**src/rtl/id_exe_stage_reg.sv**
```systemverilog
//------------------------------------------------------------------------------
// Module   : id_exe_stage_reg
// Brief    : ID->EXE pipeline register with hold, flush and bubble handling,
//            plus the architectural {Z,C,N,V} status register feeding the ALU.
//            Optional macro ID_EXE_FORWARDING_EN registers exe_src1/exe_src2.
// Revision : 1.0 - initial release
//------------------------------------------------------------------------------
`default_nettype none

module id_exe_stage_reg #(
    parameter int         DATA_W     = 32,
    parameter logic [3:0] STATUS_RST = 4'b0000
) (
    input  logic              clk,
    input  logic              rst,
    input  logic              hold,
    input  logic              flush,
    input  logic              bubble,
    input  logic [DATA_W-1:0] id_pc,
    input  logic [DATA_W-1:0] id_val_rn,
    input  logic [DATA_W-1:0] id_val_rm,
    input  logic [3:0]        id_exe_cmd,
    input  logic [5:0]        id_ctrl,
    input  logic [11:0]       id_shift_op,
    input  logic [23:0]       id_imm24,
    input  logic [3:0]        id_dest,
    input  logic [3:0]        id_src1,
    input  logic [3:0]        id_src2,
    input  logic [3:0]        alu_status,
    output logic              exe_valid,
    output logic [DATA_W-1:0] exe_pc,
    output logic [DATA_W-1:0] exe_val_rn,
    output logic [DATA_W-1:0] exe_val_rm,
    output logic [3:0]        exe_cmd,
    output logic [5:0]        exe_ctrl,
    output logic [11:0]       exe_shift_op,
    output logic [23:0]       exe_imm24,
    output logic [3:0]        exe_dest,
    output logic [3:0]        exe_src1,
    output logic [3:0]        exe_src2,
    output logic [3:0]        status,
    output logic              status_c
);

    localparam logic [3:0] c_NOP_CMD  = 4'b0000;
    localparam logic [5:0] c_NOP_CTRL = 6'b000000;
    localparam int         c_CTRL_S   = 1;
    localparam int         c_STAT_C   = 2;

    logic              r_valid;
    logic [DATA_W-1:0] r_pc;
    logic [DATA_W-1:0] r_val_rn;
    logic [DATA_W-1:0] r_val_rm;
    logic [3:0]        r_cmd;
    logic [5:0]        r_ctrl;
    logic [11:0]       r_shift_op;
    logic [23:0]       r_imm24;
    logic [3:0]        r_dest;
    logic [3:0]        r_status;

    logic w_kill;
    logic w_status_we;

    assign w_kill      = flush | bubble;
    // Capture keys off the instruction leaving EXE, so kill does not gate it.
    assign w_status_we = r_valid & r_ctrl[c_CTRL_S];

    always_ff @(posedge clk) begin
        if (rst) begin
            r_valid    <= 1'b0;
            r_pc       <= '0;
            r_val_rn   <= '0;
            r_val_rm   <= '0;
            r_cmd      <= c_NOP_CMD;
            r_ctrl     <= c_NOP_CTRL;
            r_shift_op <= '0;
            r_imm24    <= '0;
            r_dest     <= '0;
            r_status   <= STATUS_RST;
        end else if (!hold) begin
            r_valid    <= ~w_kill;
            r_cmd      <= w_kill ? c_NOP_CMD  : id_exe_cmd;
            r_ctrl     <= w_kill ? c_NOP_CTRL : id_ctrl;
            r_pc       <= id_pc;
            r_val_rn   <= id_val_rn;
            r_val_rm   <= id_val_rm;
            r_shift_op <= id_shift_op;
            r_imm24    <= id_imm24;
            r_dest     <= id_dest;
            if (w_status_we) begin
                r_status <= alu_status;
            end
        end
    end

`ifdef ID_EXE_FORWARDING_EN
    logic [3:0] r_src1;
    logic [3:0] r_src2;

    always_ff @(posedge clk) begin
        if (rst) begin
            r_src1 <= '0;
            r_src2 <= '0;
        end else if (!hold) begin
            r_src1 <= id_src1;
            r_src2 <= id_src2;
        end
    end

    assign exe_src1 = r_src1;
    assign exe_src2 = r_src2;
`else
    logic w_unused_src;

    assign w_unused_src = ^{id_src1, id_src2};
    assign exe_src1     = 4'b0000;
    assign exe_src2     = 4'b0000;
`endif

    assign exe_valid    = r_valid;
    assign exe_pc       = r_pc;
    assign exe_val_rn   = r_val_rn;
    assign exe_val_rm   = r_val_rm;
    assign exe_cmd      = r_cmd;
    assign exe_ctrl     = r_ctrl;
    assign exe_shift_op = r_shift_op;
    assign exe_imm24    = r_imm24;
    assign exe_dest     = r_dest;
    assign status       = r_status;
    assign status_c     = r_status[c_STAT_C];

endmodule

`default_nettype wire

```
**config.mk**
```make
export PLATFORM = sky130hd
export DESIGN_NAME = id_exe_stage_reg
export DESIGN_NICKNAME = d
export VERILOG_FILES = /design/src/rtl/id_exe_stage_reg.sv
export SDC_FILE = /design/constraint.sdc
export NUM_CORES = 1
export LEC_CHECK = 0
export ABC_AREA = 1
export ABC_CLOCK_PERIOD_IN_PS = 2200
export CORE_ASPECT_RATIO = 1.2
export CORE_MARGIN = 3
export CORE_UTILIZATION = 30
export CTS_CLUSTER_DIAMETER = 200
export CTS_CLUSTER_SIZE = 20
export DETAILED_ROUTE_END_ITERATION = 10
export GPL_ROUTABILITY_DRIVEN = 0
export PLACE_DENSITY = 0.71
export SETUP_SLACK_MARGIN = 0.2
export SLEW_MARGIN = 20
export SYNTH_ARGS = -nofsm -noshare
export SYNTH_HDL_FRONTEND = slang
export SYNTH_SLANG_ARGS = --single-unit
```
**constraint.sdc**
```tcl
create_clock -name clk -period 2.2 [get_ports clk]
set_clock_uncertainty 0.05 [all_clocks]
set_input_delay 0.33 -clock clk [delete_from_list [all_inputs] [get_ports clk]]
set_output_delay 0.33 -clock clk [all_outputs]
set_load 0.1 [all_outputs]
```
* Word level (Yosys, flattened, before mapping) *
Cells that the tools add are included.
W data, S select, Z words.

word-level totals
  bits of input ports = 163
  flip-flop bits (word level) = 151
  output and inout bits = 160

operators by class
  mux-type cells = 2
  reductions and logical operators = 1
  bitwise gates (word level) = 4

operators by type and width
  cell               count
  $mux W6            1
  $mux W4            1
  $not A1 Y1         2
  $reduce_and A2 Y1  1
  $and A1 B1 Y1      1
  $or A1 B1 Y1       1

* Longest topological paths before layout *
  word-level depth = 2
  depth in mapped cells = 7
  gate-level depth less buffers = 5

* Least setup slack after synthesis *
Ideal clock, no wire load.

  kind = flip-flop to output port
  from = register r_status[2] (netlist: status[2])
  to = output status[2]
  stages on the path, launching flop included = 2
  path slack = 0.447 ns
  arrival time = 1.373 ns
  path buffers = 1
  cells stage by stage = dfxtp_1 > buf_4

RTL lines
  item                    line  text
  from (decl)             59    logic [3:0] r_status;
  from (signal assigned)  91    r_status <= alu_status;
  to (decl)               41    output logic [3:0] status,

No word-level cell between the ends.

* Final worst setup path *
  from = register r_imm24[14] (netlist: exe_imm24[14])
  to = output exe_imm24[14]

RTL lines
  item                    line  text
  from (decl)             57    logic [23:0] r_imm24;
  from (signal assigned)  88    r_imm24 <= id_imm24;
  to (decl)               37    output logic [23:0] exe_imm24,

No word-level cell between the ends.

==> Implementation_results.wiki <==
{| class="wikitable"
! Metric !! Value
|-
| Run status || complete, no violations
|-
| Normalized max-slew margin || 0.5898
|-
| Resize count post-CTS || 0
|-
| Reg-to-reg critical path startpoint || exe_valid
|-
| Pin slew with the least headroom to its limit || 0.6153 ns
|-
| Final setup TNS || 0 ns
|-
| DR iter-0 viols || 324
|-
| CTS tree || done
|-
| Drt total wl || 17.21 mm
|-
| Detailed Place HPWL || 12.14 mm
|-
| Count of cells along the worst hold path || 4
|-
| Gate Count Post-Synth || 675
|-
| Layout filler cell count || 1676
|-
| H-tree level count || 4
|-
| Pleak || 3.857 nW
|-
| Total of warnings raised by yosys || 0
|-
| Die outline width || 128.1 um
|-
| Number of buffers added for setup after CTS || 0
|-
| Synth Flop Type || dfxtp_1
|-
| Proportion of register bits with asynchronous set or reset after synthesis || 0
|-
| Post-synthesis average cell area || 7.952 sq um
|-
| Top sig layer || met4
|-
| Net count, final || 1120
|-
| Flip-flop and latch count after synthesis || 151
|-
| Highest-delay cell along the critical path || dfxtp_1
|-
| Via count of the first global-routing pass || 4772
|-
| Remaining global-route overflow || 0
|-
| First-pass GRT wire length || 26.08 mm
|-
| Root Buffer Master || clkbuf_16
|-
| Max-cap violation count || 0
|-
| Worst hold slack after final layout || 0.3249 ns
|-
| Category of the worst setup path launch point || flip-flop
|-
| Data arrival time of the critical path || 1.10 ns
|-
| Commonest cells in the synthesized netlist || 281 x nor2_1, 151 x dfxtp_1, 136 x o21ai_0
|-
| Total I/O pin count || 323
|-
| Antenna violations before repair || 0
|-
| Pin count of the biggest net entering global routing || 148
|-
| GRT Resource Usage Total || 0.1694
|-
| Reg clk slew, reported paths || 0.06 ns
|-
| Row Count || 52
|-
| Final Max Slew Viols || 0
|-
| Count of buffers inserted at the top-level ports || 306
|-
| Total of endpoints with negative setup slack in the final report || 0
|-
| Post-route DRC violation count || 0
|-
| CTS Buf Count || 17
|-
| Number of enable-type register cells in the synthesized netlist || 0
|-
| Final critical path time including I/O delays and setup || 1.483 ns
|-
| ANT nets after route || 0
|-
| Synth area leaders || dfxtp_1 56%, nor2_1 20%, o21ai_0 13%
|-
| Max Freq || 0.6742 GHz
|-
| Total power || 8.312 mW
|-
| Maximum clock insertion buffer count || 2
|-
| R2r setup slk || 1.29 ns
|-
| Max rail drop VDD || 0.4613 mV
|-
| Required time of the critical path || 1.82 ns
|-
| Area overhead of the layout relative to synthesis || 61.93%
|-
| Clock latency on the worst-skew pair || 0.41 ns
|-
| Mapped cell area || 0.005368 sq mm
|-
| Vias per cell || 4.421
|-
| Placeable core region || 0.01718 sq mm
|-
| Type of the worst setup path || reg -> out
|-
| Die area || 0.01954 sq mm
|-
| Maximum net fanout on the critical path || 2
|-
| Distinct cell type count of the synthesized netlist || 16
|-
| Terminus of the critical flop-to-flop path || status[2]
|-
| Register area share after synthesis || 0.5632
|-
| Unrepaired setup endpoints after global routing || false
|-
| Family of cells with the greatest summed delay on the critical path || flip-flops
|-
| Die Height || 152.5 um
|-
| Final Cycle Share || 0.6742
|-
| Wire length per cell || 14.51 um
|-
| Cell type with the largest total area after synthesis || dfxtp_1
|-
| HP Start || hold
|-
| DR vias || 5243
|-
| Number of cell instances on the worst register-to-register path || 3
|-
| Total inserted antenna cells || 0
|-
| Ratio of cells with drive above 1 in the final layout || 0.2000
|-
| Count of final hold-check violations || 0
|-
| Proportion of netlist area held by the largest area contributor || 0.5632
|-
| Number of sinks driven by the clock tree || 151
|-
| Worst-path cell chain || buf_4
|-
| Post-route met1 wirelength || 6.946 mm
|-
| Top-count cell post-synth || nor2_1
|-
| Worst min-delay path category || in -> reg
|-
| Category of the worst setup path capture point || output port
|-
| Bufs and invs on worst path || 1
|-
| Number of hold buffers added after CTS || 0
|-
| Max incr delay on CP || 0.38 ns
|-
| Met3 Wirelength || 1.133 mm
|-
| Areal power density over the cells || 956.2 mW/mm^2
|-
| Initial core utilization || 0.3125
|-
| Detailed-routed wire length on met2 || 8.671 mm
|-
| Iteration count of the initial detailed-routing pass || 4
|-
| Endpoint with the worst hold slack || exe_dest[2]
|}
final cells by class:
cell class                      count  area [sq um]  share of cell area
Clock buffer                       20         446.7             0.05139
Multi-Input combinational cell    467          1956              0.2250
Tap cell                          216         270.3             0.03109
Sequential cell                   151          3023              0.3478
Timing Repair Buffer              314          2803              0.3224
Clock inverter                     12         167.7             0.01929
Inverter                            6         26.28            0.003023
state kept, by name (all words and copies together) (netlist names):
signal / count
exe_ctrl: 6
exe_shift_op: 12
status: 4
exe_val_rm: 32
exe_imm24: 24
exe_valid: 1
exe_val_rn: 32
exe_cmd: 4
exe_dest: 4
exe_pc: 32
logic make-up (layout without fill, tap and decap cells):
family,Yosys count,in the layout,synth area share
flops,151,151,0.5632
buf+inv,64,352,0.07739
simple gates,312,312,0.2217
compound gates,147,147,0.1371
other cells,1,8,0.0006986
routing by layer:
layer | up-vias | track usage
met3 | 29 | 0.04769
met2 | 181 | 0.2851
met1 | 2330 | 0.1966
li1 | 2703 | -
met4 | 0 | 0.08089
met5 | - | 0
how the worst max path moves through the flow:
stage                           endpoint  cells past startpoint          start
after global routing       exe_imm24[14]                      1  exe_imm24[14]
after floorplan                status[2]                      1      status[2]
final                      exe_imm24[14]                      1  exe_imm24[14]
after detailed placement  exe_val_rm[20]                      5            rst
after CTS                  exe_imm24[14]                      1  exe_imm24[14]
after global placement    exe_val_rm[20]                      5            rst
power breakdown:
group | total [mW] | internal (mW) | switching, mW
registers | 3.00 | 2.91 | 0.0881
logic | 2.28 | 0.578 | 1.70
clock network | 3.03 | 1.84 | 1.19
total | 8.31 | 5.33 | 2.98
per-stage QoR:
step	setup WS (ns)	cells	area, sq um	utilization
6_report	0.7167	1186	8692	0.5060
5_1_grt	0.6623	1186	8692	0.5060
4_1_cts	0.6655	1186	8692	0.5060
3_5_place_dp	0.4869	1154	8078	0.4703
3_3_place_gp	0.5173	1154	8078	0.4703
2_1_floorplan	0.4468	682	5394	-
layout by cell type (no fill, tap or decap), drive strengths merged:
master | netlist | layout
dfxtp | 151 | 151
clkdlybuf4s50 | 0 | 153
nand3 | 11 | 11
nand2 | 20 | 20
a21oi | 11 | 11
clkinv | 0 | 1
bufinv | 0 | 3
o21ai | 136 | 136
inv | 6 | 9
nor2 | 281 | 281
conb | 1 | 8
clkbuf | 27 | 20
buf | 31 | 161
clkinvlp | 0 | 5
Note: power is estimated with default switching activity, not from simulation.
